File: src/rtl/noc_pkg.sv
// noc_pkg: shared definitions for the mesh traffic injector.
// Holds the 26-bit packet word field offsets, the injector FSM state
// encodings and the destination-valid check used by the generator and the top.
package noc_pkg;

  // Packet word field offsets. Bit 25 is always 0. Bits [2:0] repeat PacketID[2:0] as check bits.
  localparam int PID_MSB = 24;
  localparam int PID_LSB = 15;
  localparam int SID_MSB = 14;
  localparam int SID_LSB = 9;
  localparam int DST_MSB = 8;
  localparam int DST_LSB = 3;

  // Injector FSM encodings. These are kept as plain constants so older code can compare against them.
  localparam logic [0:0] GAP = 1'b0;
  localparam logic [0:0] REQ = 1'b1;

  // A destination is usable when it lies inside the mesh and is not this node.
  function automatic logic destValid(input logic [5:0] dest,
                                     input logic [5:0] self,
                                     input int         meshSize);
    logic xOk;
    logic yOk;
    xOk = int'(dest[5:3]) < meshSize;
    yOk = int'(dest[2:0]) < meshSize;
    return xOk && yOk && (dest != self);
  endfunction

endpackage

File: src/rtl/packet_injector_if.sv
// packet_injector_if: Req/Gnt/Full handshake between a traffic source and the
// router's local input port. The master side drives the packet and the request.
// The slave side, which is the router, returns the grant pulse and the buffer-full flag.
interface packet_injector_if #(
  parameter int packetwidth = 26
);
  logic [packetwidth-1:0] PacketOut;
  logic                   ReqDnStr;
  logic                   GntDnStr;
  logic                   DnStrFull;

  modport master (output PacketOut, output ReqDnStr, input GntDnStr, input DnStrFull);
  modport slave  (input PacketOut, input ReqDnStr, output GntDnStr, output DnStrFull);
endinterface

File: src/rtl/packet_injector_dest_gen.sv
// dest_gen: destination generator for the packet injector.
// Default build: a round-robin scan over the mesh. The scan runs with y as the
// minor coordinate and skips this node.
// With INJ_LFSR_EN defined: a 6-bit Fibonacci LFSR (x^6+x^5+1) that free-runs
// while the injector waits. Any invalid candidate is simply retried on the next cycle.
// hold is high while a request is outstanding. step (the router grant) is only
// honoured while holding, so that a grant that arrives out of turn never moves the generator.
module dest_gen
  import noc_pkg::*;
#(
  parameter logic [5:0] routerID  = 6'b001_010,
  parameter int         MESH_SIZE = 3
) (
  input  logic       clk,
  input  logic       reset,
  input  logic       step,
  input  logic       hold,
  output logic [5:0] dest,
  output logic       valid
);

  logic accept;
  assign accept = step && hold;

`ifdef INJ_LFSR_EN

  logic [5:0] lfsr;

  // The LFSR steps every cycle while waiting. It freezes under a pending request and steps once more when that request is granted.
  always_ff @(posedge clk) begin
    if (!reset) begin
      lfsr <= 6'b000001;
    end else if (!hold || accept) begin
      lfsr <= {lfsr[4:0], lfsr[5] ^ lfsr[4]};
    end
  end

  assign dest = lfsr;

`else

  localparam logic [2:0] LAST  = 3'(MESH_SIZE - 1);
  localparam logic [5:0] START = (routerID == 6'd0) ? 6'b000_001 : 6'b000_000;

  logic [5:0] cur;
  logic [5:0] nxt1;
  logic [5:0] nxt2;

  function automatic logic [5:0] rrNext(input logic [5:0] p);
    logic [2:0] x;
    logic [2:0] y;
    x = p[5:3];
    y = p[2:0];
    if (y == LAST) begin
      y = 3'd0;
      x = (x == LAST) ? 3'd0 : x + 3'd1;
    end else begin
      y = y + 3'd1;
    end
    return {x, y};
  endfunction

  // Only one coordinate is ever skipped, so two chained steps always land on a valid node.
  assign nxt1 = rrNext(cur);
  assign nxt2 = (nxt1 == routerID) ? rrNext(nxt1) : nxt1;

  // The scan position advances once per granted packet.
  always_ff @(posedge clk) begin
    if (!reset) begin
      cur <= START;
    end else if (accept) begin
      cur <= nxt2;
    end
  end

  assign dest = cur;

`endif

  assign valid = destValid(dest, routerID, MESH_SIZE);

endmodule

File: src/rtl/packet_injector.sv
// packet_injector: traffic source beside one mesh router.
// Builds packet words and offers them to the router's local input port with the
// Req/Gnt/Full handshake. A programmable gap separates packets, and an optional
// budget stops injection. Destination selection lives in dest_gen. Defining
// INJ_LFSR_EN there switches the generator from round-robin to LFSR.
module packet_injector
  import noc_pkg::*;
#(
  parameter logic [5:0] routerID    = 6'b001_010,
  parameter int         MESH_SIZE   = 3,
  parameter int         packetwidth = 26,
  parameter int         INJ_GAP     = 4,
  parameter int         NUM_PACKETS = 16
) (
  input  logic               clk,
  input  logic               reset,
  input  logic               en,
  packet_injector_if.master  bus,
  output logic               done,
  output logic [15:0]        sent_cnt
);

  localparam int GAP_W = (INJ_GAP > 0) ? $clog2(INJ_GAP + 1) : 1;

  logic [0:0]             state;
  logic [GAP_W-1:0]       gapCnt;
  logic [9:0]             packetId;
  logic [5:0]             dest;
  logic                   destOk;
  logic                   launch;
  logic                   grant;
  logic [15:0]            nextCnt;
  logic [packetwidth-1:0] packetWord;

  dest_gen #(
    .routerID  (routerID),
    .MESH_SIZE (MESH_SIZE)
  ) destGen (
    .clk   (clk),
    .reset (reset),
    .step  (bus.GntDnStr),
    .hold  (state == REQ),
    .dest  (dest),
    .valid (destOk)
  );

  assign grant   = (state == REQ) && bus.GntDnStr;
  assign launch  = (state == GAP) && (gapCnt == '0) && en && !done
                   && !bus.DnStrFull && destOk;
  assign nextCnt = (sent_cnt == 16'hFFFF) ? sent_cnt : sent_cnt + 16'd1;

  // Assemble the candidate packet word from the current ID and destination.
  always_comb begin
    packetWord                  = '0;
    packetWord[PID_MSB:PID_LSB] = packetId;
    packetWord[SID_MSB:SID_LSB] = routerID;
    packetWord[DST_MSB:DST_LSB] = dest;
    packetWord[2:0]             = packetId[2:0];
  end

  // GAP/REQ sequencing. The packet and the request are frozen while waiting for the router's grant.
  always_ff @(posedge clk) begin
    if (!reset) begin
      state         <= GAP;
      gapCnt        <= '0;
      packetId      <= '0;
      sent_cnt      <= '0;
      done          <= 1'b0;
      bus.ReqDnStr  <= 1'b0;
      bus.PacketOut <= '0;
    end else begin
      case (state)
        GAP: begin
          if (gapCnt != '0) begin
            gapCnt <= gapCnt - GAP_W'(1);
          end
          if (launch) begin
            bus.PacketOut <= packetWord;
            bus.ReqDnStr  <= 1'b1;
            state         <= REQ;
          end
        end
        REQ: begin
          if (grant) begin
            bus.ReqDnStr <= 1'b0;
            packetId     <= packetId + 10'd1;
            sent_cnt     <= nextCnt;
            gapCnt       <= GAP_W'(INJ_GAP);
            state        <= GAP;
            if ((NUM_PACKETS != 0) && (nextCnt == 16'(NUM_PACKETS))) begin
              done <= 1'b1;
            end
          end
        end
        default: state <= GAP;
      endcase
    end
  end

endmodule
File: src/flat_wrapper.sv
// flat-port wrapper written by rule: the top's interface ports become plain ports
module packet_injector_flat import noc_pkg::*;
#(
  parameter logic [5:0] routerID    = 6'b001_010,
  parameter int         MESH_SIZE   = 3,
  parameter int         packetwidth = 26,
  parameter int         INJ_GAP     = 4,
  parameter int         NUM_PACKETS = 16
)
  (clk, reset, en, done, sent_cnt, bus_PacketOut, bus_ReqDnStr, bus_GntDnStr, bus_DnStrFull);
  packet_injector_if #(.packetwidth(packetwidth)) bus_i ();
  input  logic clk;
  input  logic reset;
  input  logic en;
  output logic done;
  output logic [15:0] sent_cnt;
  output wire logic [$bits(bus_i.PacketOut)-1:0] bus_PacketOut;
  output wire logic [$bits(bus_i.ReqDnStr)-1:0] bus_ReqDnStr;
  input wire logic [$bits(bus_i.GntDnStr)-1:0] bus_GntDnStr;
  input wire logic [$bits(bus_i.DnStrFull)-1:0] bus_DnStrFull;
  assign bus_PacketOut = bus_i.PacketOut;
  assign bus_ReqDnStr = bus_i.ReqDnStr;
  assign bus_i.GntDnStr = bus_GntDnStr;
  assign bus_i.DnStrFull = bus_DnStrFull;
  packet_injector #(.routerID(routerID), .MESH_SIZE(MESH_SIZE), .packetwidth(packetwidth), .INJ_GAP(INJ_GAP), .NUM_PACKETS(NUM_PACKETS)) u_core (.clk(clk), .reset(reset), .en(en), .bus(bus_i), .done(done), .sent_cnt(sent_cnt));
endmodule
File: config.mk
export PLATFORM = sky130hd
export DESIGN_NAME = packet_injector_flat
export DESIGN_NICKNAME = d
export VERILOG_FILES = /design/src/rtl/noc_pkg.sv /design/src/rtl/packet_injector_if.sv /design/src/rtl/packet_injector_dest_gen.sv /design/src/rtl/packet_injector.sv /design/src/flat_wrapper.sv
export SDC_FILE = /design/constraint.sdc
export NUM_CORES = 1
export LEC_CHECK = 0
export ABC_CLOCK_PERIOD_IN_PS = 2400
export BUFFER_PORTS_ARGS = -buffer_cell sky130_fd_sc_hd__buf_2
export CAP_MARGIN = 20
export CORE_AREA = 5 5 103 105
export DETAILED_ROUTE_END_ITERATION = 6
export DIE_AREA = 0 0 108 110
export SETUP_SLACK_MARGIN = 0.5
export SLEW_MARGIN = 20
export SYNTH_ARGS = -nofsm -noshare
export SYNTH_HDL_FRONTEND = slang
export SYNTH_HIERARCHICAL = 1
export SYNTH_SLANG_ARGS = --single-unit
File: constraint.sdc
create_clock -name clk -period 2.4 [get_ports clk]
set_clock_uncertainty 0.15 [all_clocks]
set_input_delay 0.12 -clock clk [delete_from_list [all_inputs] [get_ports clk]]
set_output_delay 0.12 -clock clk [all_outputs]
set_load 0.02 [all_outputs]
Word-level counts from Yosys, hierarchy flattened
Cells that the tools add are included.
- word-level logic and storage cells: 63
- flip-flop bits (word level): 59
- output and inout port bits: 44
- input port bits: 5
- add/sub/neg operators: 7
- muxes and demuxes: 17
- $lt $le $gt $ge: 2
- reductions and logical operators: 17
- bitwise logic cells: 1
- equality and inequality tests: 11
- operator list (cell ; number):
    $mux 3 ; 8
    $add 16x1->16 const B ; 1
    $eq 16x16->1 const B ; 1
    $eq 16x5->1 const B ; 1
    $mux 16 ; 1
    $add 3x1->3 const B ; 4
    $eq 3x2->1 const B ; 4
    $add 10x1->10 const B ; 1
    $logic_and 1x1->1 ; 8
    $reduce_and 2->1 ; 4
    $eq 6x4->1 const B ; 1
    $lt 3x2->1 const B ; 2
    $mux 6 ; 1
    $ne 6x4->1 const B ; 1
    $pmux 3 s2 ; 1
    $mux 1 ; 4
    $ne 2x2->1 const B ; 2
    $pmux 1 s2 ; 2
    $logic_not 3->1 ; 1
    $reduce_and 3->1 ; 1
    $reduce_bool 3->1 ; 1
    $sub 3x1->3 const B ; 1
    $logic_not 1->1 ; 2
    $ne 2x1->1 const B ; 1
    $not 1->1 ; 1

Depth between registers and ports, before layout
Gate-level depths: netlist (run 1).
- word-level depth: 8
- depth in mapped cells: 9
- mapped depth without buffers: 6

Cells and area by module
Netlist (run 1), hierarchy kept.
- by module, submodules not included (module ; cells each ; area each (um^2) ; times used ; seq. area each (um^2)):
    packet_injector ; 276 ; 2411.1 ; 1 ; 980.9
    dest_gen ; 41 ; 357.8 ; 1 ; 120.1

Worst setup path after synthesis (run 1)
OpenSTA, ideal clock, no wires.
- kind: reg-to-reg
- start point: register u_core.sent_cnt[0]
- end point: register u_core.done
- period minus slack after synthesis: 2490 ps
- setup time: 60 ps
- slack: -90 ps
- data arrival time: 2279 ps
- required time: 2190 ps
- cell stages (with the launch flop): 7
- path buffers: 0
- cell sequence: dfxtp_1 -> ha_1 -> nand4_4 -> or4_4 -> mux2_4 -> a2111oi_4 -> a32o_1
- word-level cells in the longest chain between the ends: 4
- elaborated cells between the ends (all ways): 5
- those cells by class: add/sub: 1; eq/ne: 2; mux: 1; reduce/logical: 1
- RTL lines (element ; line ; text):
    from (decl) ; packet_injector.sv:20 ; output logic [15:0] sent_cnt
    from (signal assigned) ; packet_injector.sv:87 ; sent_cnt <= nextCnt;
    $add 16x1->16 / $eq 16x16->1 (equally long branches) ; packet_injector.sv:50 ; assign nextCnt = (sent_cnt == 16'hFFFF) ? sent_cnt : sent_cnt + 16'd1;
    $mux 16 (*) ; packet_injector.sv:50 ;
    $eq 16x5->1 (*) ; packet_injector.sv:90 ; if ((NUM_PACKETS != 0) && (nextCnt == 16'(NUM_PACKETS))) begin
    $reduce_and 3->1 (no source line) (*) ; n/a ;
    to (signal assigned) ; packet_injector.sv:68 ; done <= 1'b0;
    to (signal assigned) ; packet_injector.sv:91 ; done <= 1'b1;
    to (decl) ; packet_injector.sv:19 ; output logic done,
Mark *: on every way between the ends. The rest lies on a longest branch, timed or not.
A chain may end at the register's enable or synchronous reset.

Worst setup path in the final report (run 1)
Ends and elaborated chain as after synthesis.

==> results.sh, run 1 <==
export IMPL_cp_max_fo=2
export IMPL_antenna_found_initial=0
export IMPL_slowest_delay_ps=470
export IMPL_relSlewSlack_pct=65.6
export IMPL_hp_class="in -> reg"
export IMPL_area_growth_pct=18.3
export IMPL_cts_sinks=55
export IMPL_synth_edff_count=0
export IMPL_power_density_nw_per_um2=555
export IMPL_nets=364
export IMPL_outcome="finished clean"
export IMPL_wl_mm=6.38
export IMPL_power_w=0.00182
export IMPL_stdcell_count=489
export IMPL_dpl_cell_count=473
export IMPL_cts_buffer_depth=2
export IMPL_ctsRootBufferMaster="clkbuf_8"
export IMPL_clock_latency_ps=310
export IMPL_rsz0062_at_grt="yes"
export IMPL_syn_area_sq_um=2770
export IMPL_synth_avg_cell_area_sq_um=8.73
export IMPL_yosys_area_top_type="dfxtp_1"
export IMPL_core_sq_um=9550
export IMPL_wire_per_inst_microns=13.1
export IMPL_synthTopCellsByArea="dfxtp_1, mux2i_1, nor2_1, xor2_1, nand2_1"
export IMPL_diodes=0
export IMPL_drtPass1Iterations=4
export IMPL_crit_slowest_cell="or4b_1"
export IMPL_final_hold_violation_count=0
export IMPL_worstSetupPathType="reg -> reg"
export IMPL_ant_nets=0
export IMPL_cts_buffers=5
export IMPL_yosys_warnings=6
export IMPL_synth_common_cells="dfxtp_1, nor2_1, nand2_1, mux2i_1, nor3_1"
export IMPL_io_buffers=43
export IMPL_maxCapViolCount=0
export IMPL_syn_inst=317
export IMPL_vias=2363
export IMPL_finalSetupViolations=0
export IMPL_min_period_ps=2090
export IMPL_synth_flop_cell="dfxtp_1"
export IMPL_crit_family="simple AND/OR/NAND/NOR gates"
export IMPL_grt_usage_pct=10.9
export IMPL_yosysMostFrequentCell="dfxtp_1"
export IMPL_start_util_pct=29.0
export IMPL_seq_area_frac_synth_pct=39.8
export IMPL_drive_gt1_share_pct=25.8
export IMPL_vias_per_cell=4.83
export IMPL_fin_ws_ps=313
export IMPL_worst_slew_pin_slew_ps=517
export IMPL_dieHeight_microns=110
export IMPL_endpoint_kind="flip-flop"
export IMPL_slew_viol_final=0
export IMPL_ir_drop_mv=0.218
export IMPL_ys_ff_latch=55
export IMPL_tns_ps=0
export IMPL_grt_pass1_wl_mm=10.5
export IMPL_path_cells="ha_4 -> or4b_1 -> or4_4 -> a2111oi_4 -> a32o_1"
export IMPL_finalWeightedCongestion=0.897
export IMPL_io_pins=49
export IMPL_rows=36
export IMPL_ys_types=53
export IMPL_design_die_area_sq_um=11900
export IMPL_cp_data_arrival_time_ps=2190
export IMPL_synth_top_area_share_pct=39.8
export IMPL_clkTransAtPathRegs_ps=100
export IMPL_fmax_mhz=479
export IMPL_hpwl_mm=4.43
export IMPL_ys_async_sr_fraction_pct=0
export IMPL_p_leak_nw=1.36
export IMPL_fin_crit_sh_pct=87.0
export IMPL_drt_iter0_drc=181
export IMPL_grt_pass1_vias=2168
export IMPL_crit_buf_inv=0
export IMPL_startpoint_type="flip-flop"
export IMPL_fill_cells=1020
export IMPL_drc_errors=0
export IMPL_grt_start_max_net_pins=49
export IMPL_grt_ovfl_total=0
export IMPL_die_x_microns=108
export IMPL_worstPathRequired_ps=2510
export IMPL_h_tree_depth=2
export IMPL_tritoncts="built"
export IMPL_post_place_ws_ps=284
==> area by class of cell <==
cell class	count	area, sq um	area share, %
timing repair buffer	56	319	9.74
clock inverter	3	22.5	0.688
sequential	55	1140	34.8
clock buffer	5	68.8	2.10
inverter	7	26.3	0.802
multi-input combinational	230	1530	46.8
tap	133	166	5.08
==> power by group <==
part / internal [W] / switching (W)
registers: 0.000941 / 0.0000372
logic: 0.000130 / 0.000181
clock network: 0.000210 / 0.000318
total: 0.00128 / 0.000536
==> timing repair <==
action / 4_1_cts / 5_1_grt
setup endpoints to repair: 10 / 26
hold buffers: 1 / 0
buffers inserted: 3 / 4
resized for setup: 4 / 11
hold endpoints to repair: 3 / 0
pin swaps: 3 / 3
==> layer usage <==
metal | wire length [microns] | track usage (%) | vias to the layer above
met2 | 2900 | 17.9 | 67
met4 | 91 | 3.25 | 0
met3 | 346 | 2.27 | 10
met1 | 3040 | 14.4 | 1106
li1 | - | - | 1180
met5 | 0 | 0 | -
==> sequential cells by signal, indices dropped and copies added, names as in the netlist, named ones only <==
| register | cells |
|---|---|
| u_core/bus.ReqDnStr | 1 |
| u_core/gapCnt | 3 |
| u_core/packetId | 10 |
| u_core/destGen/dest | 5 |
| u_core/done | 1 |
| u_core/sent_cnt | 16 |
| u_core/state | 1 |
| u_core/bus.PacketOut | 17 |
==> cell usage in the layout (no fill, tap or decap), types with 4 or more instances in the layout <==
cell type   n
a211o_1     4
a21oi_1    14
and3_1      6
buf_2      43
buf_4      11
clkbuf_8    5
conb_1      5
dfxtp_1    41
dfxtp_2     6
dfxtp_4     8
inv_1       7
mux2i_1    17
nand2_1    23
nand2b_1    6
nand3_1     8
nand4_1    10
nor2_1     44
nor3_1     15
o21ai_0     9
xnor2_1     7
xor2_1     13
==> stage by stage <==
stage / util (%) / hold slack [ps] / instance area [sq um]
after global routing: 34.3 / 97.0 / 3270
after detailed placement: 32.1 / 307 / 3070
final: 34.3 / 77.1 / 3270
after floorplan: - / 91.7 / 2850
after CTS: 33.6 / 63.6 / 3210
after global placement: 32.1 / 294 / 3070
==> path summary, 6_finish.rpt <==
check / start / to / slack, ps / cells past startpoint
setup / recovery: u_core/sent_cnt[0]$_SDFFE_PN0P_ / u_core/done$_SDFFE_PN0P_ / 310 / 5
hold reg to reg: u_core/bus.PacketOut[12]$_SDFFE_PN0P_ / u_core/bus.PacketOut[12]$_SDFFE_PN0P_ / 320 / 2
setup reg to reg: u_core/sent_cnt[0]$_SDFFE_PN0P_ / u_core/done$_SDFFE_PN0P_ / 310 / 5
hold / removal: bus_GntDnStr / u_core/destGen/dest[3]$_SDFFE_PN0P_ / 80 / 3
==> kinds of logic after synthesis <==
group / count (synthesis) / synth area share (%)
xor gates and xnor gates: 20 / 6.33
AOI/OAI and AO/OA: 47 / 12.3
adders and majority gates: 4 / 1.81
and+or+nand+nor: 136 / 25.7
DFF: 55 / 39.8
buffers and inverters: 36 / 7.23
muxes: 18 / 6.69
other: 1 / 0.135
==> worst register-to-register path, stage by stage (launching register included) <==
cell	delay, ps
dfxtp_4	360
ha_4	230
or4b_1	470
or4_4	440
a2111oi_4	190
a32o_1	200
(Power assumes the default switching activity.)
==> run 2: changes to the inputs <==
- CELL_PAD_IN_SITES_DETAIL_PLACEMENT: unset -> 1
- CELL_PAD_IN_SITES_GLOBAL_PLACEMENT: unset -> 1
- PLACE_DENSITY_LB_ADDON: unset -> 0.1
- SLEW_MARGIN: 20 -> unset
==> run 2 against run 1 <==
  * Non-clock buffer count increased by 3
  * Sequential cell count unchanged
  * Die area unchanged
  * Fmax decreased by 1.5%
  * Via count increased by 1.3%
  * Count of clock-buffer cells in the layout unchanged
  * Largest power group unchanged
  * Highest routed layer unchanged
==> results.sh, run 2 (synthesis results as in run 1) <==
export IMPL_cts_buffer_depth=2
export IMPL_die_x_microns=108
export IMPL_core_sq_um=9550
export IMPL_stdcell_count=492
export IMPL_hp_class="in -> reg"
export IMPL_ant_nets=0
export IMPL_ctsRootBufferMaster="clkbuf_8"
export IMPL_outcome="finished clean"
export IMPL_nets=367
export IMPL_wl_mm=7.34
export IMPL_min_period_ps=2120
export IMPL_clkTransAtPathRegs_ps=100
export IMPL_drt_iter0_drc=93
export IMPL_finalSetupViolations=0
export IMPL_drive_gt1_share_pct=27.0
export IMPL_wire_per_inst_microns=14.9
export IMPL_tns_ps=0
export IMPL_grt_usage_pct=12.6
export IMPL_grt_pass1_wl_mm=12.0
export IMPL_vias_per_cell=4.87
export IMPL_io_pins=49
export IMPL_cp_max_fo=2
export IMPL_fmax_mhz=472
export IMPL_io_buffers=43
export IMPL_grt_ovfl_total=0
export IMPL_register_area_sq_um=1130
export IMPL_dieHeight_microns=110
export IMPL_grt_pass1_vias=2396
export IMPL_diodes=0
export IMPL_ir_drop_mv=0.295
export IMPL_startpoint_type="flip-flop"
export IMPL_antenna_found_initial=0
export IMPL_fin_ws_ps=281
export IMPL_fill_cells=1158
export IMPL_multi_input_area_sq_um=1540
export IMPL_hpwl_mm=5.11
export IMPL_worst_slew_pin_slew_ps=541
export IMPL_drtPass1Iterations=4
export IMPL_finalWeightedCongestion=0.777
export IMPL_power_density_nw_per_um2=557
export IMPL_maxCapViolCount=0
export IMPL_worstPathRequired_ps=2510
export IMPL_rows=36
export IMPL_relSlewSlack_pct=63.9
export IMPL_vias=2394
export IMPL_layout_commonest_cell="nor2_1"
export IMPL_regMostFlops="u_core/bus.PacketOut"
export IMPL_largest_reg_flops=17
export IMPL_cp_data_arrival_time_ps=2230
export IMPL_tritoncts="built"
export IMPL_final_hold_violation_count=0
export IMPL_worstSetupPathType="reg -> reg"
export IMPL_start_util_pct=29.0
export IMPL_final_cell_mix="nor2_1, buf_2, dfxtp_1"
export IMPL_design_die_area_sq_um=11900
export IMPL_post_place_ws_ps=268
export IMPL_area_growth_pct=19.3
export IMPL_clock_latency_ps=310
export IMPL_fin_crit_sh_pct=88.3
export IMPL_grt_start_max_net_pins=49
export IMPL_cts_buffers=5
export IMPL_largestRegisters="u_core/bus.PacketOut (17), u_core/sent_cnt (16), u_core/packetId (10)"
export IMPL_p_leak_nw=1.38
export IMPL_cts_sinks=55
export IMPL_drc_errors=0
export IMPL_slew_viol_final=0
export IMPL_h_tree_depth=2
export IMPL_dpl_cell_count=477
export IMPL_endpoint_kind="flip-flop"
export IMPL_rsz0062_at_grt="yes"
[run 2: cell count changes in the layout (fill, tap and decap cells not counted), sizes merged]
cell and change:
buf +3
[run 2: final timing paths]
| kind | startpoint | cells past startpoint | end | slack [ps] |
|---|---|---|---|---|
| max | u_core/sent_cnt[1]$_SDFFE_PN0P_ | 5 | u_core/done$_SDFFE_PN0P_ | 280 |
| min | bus_GntDnStr | 3 | u_core/destGen/dest[3]$_SDFFE_PN0P_ | 70 |
| max reg2reg | u_core/sent_cnt[1]$_SDFFE_PN0P_ | 5 | u_core/done$_SDFFE_PN0P_ | 280 |
| min reg2reg | u_core/bus.PacketOut[12]$_SDFFE_PN0P_ | 2 | u_core/bus.PacketOut[12]$_SDFFE_PN0P_ | 310 |
[run 2: per-stage QoR]
stage	power (W)	utilization, %	hold WS [ps]	area (sq um)
floorplan	0.00124	-	91.7	2850
global placement	0.00131	32.4	289	3100
detailed placement	0.00131	32.4	297	3100
CTS	0.00188	33.9	0.334	3240
global route	0.00197	34.6	77.0	3300
finish	0.00184	34.6	68.6	3300
[run 2: layout make-up]
cell class | count | area share (%)
well taps | 133 | 5.04
flip-flops and latches | 55 | 34.3
multi-input cells | 230 | 46.7
repair buffers | 59 | 10.5
clock buffers | 5 | 2.08
inverters | 7 | 0.795
clock inverters | 3 | 0.682
[run 2: routing by layer]
metal	up-vias	part of all wire [%]	GRT usage (%)
met5	-	0	0
met3	7	3.6	2.45
li1	1183	-	-
met2	30	47	21.0
met4	0	0.97	2.98
met1	1174	49	16.8
[run 2: worst max-delay path, stage by stage (launching register included)]
cell	delay, ps
dfxtp_4	360
ha_4	230
or4b_1	470
or4_1	460
a2111oi_4	200
a32o_1	190
[run 2: power breakdown]
part	switching (W)	total (W)	internal (W)
clock network	0.000326	0.000537	0.000210
logic	0.000194	0.000331	0.000137
registers	0.0000297	0.000973	0.000944
[run 2: what timing repair did]
item	4_1_cts	5_1_grt
gates resized for setup	4	13
hold endpoints to repair	0	3
hold buffers	0	1
setup buffers	3	3
setup endpoints to repair	10	27
pin swaps	1	0
gates cloned	0	0
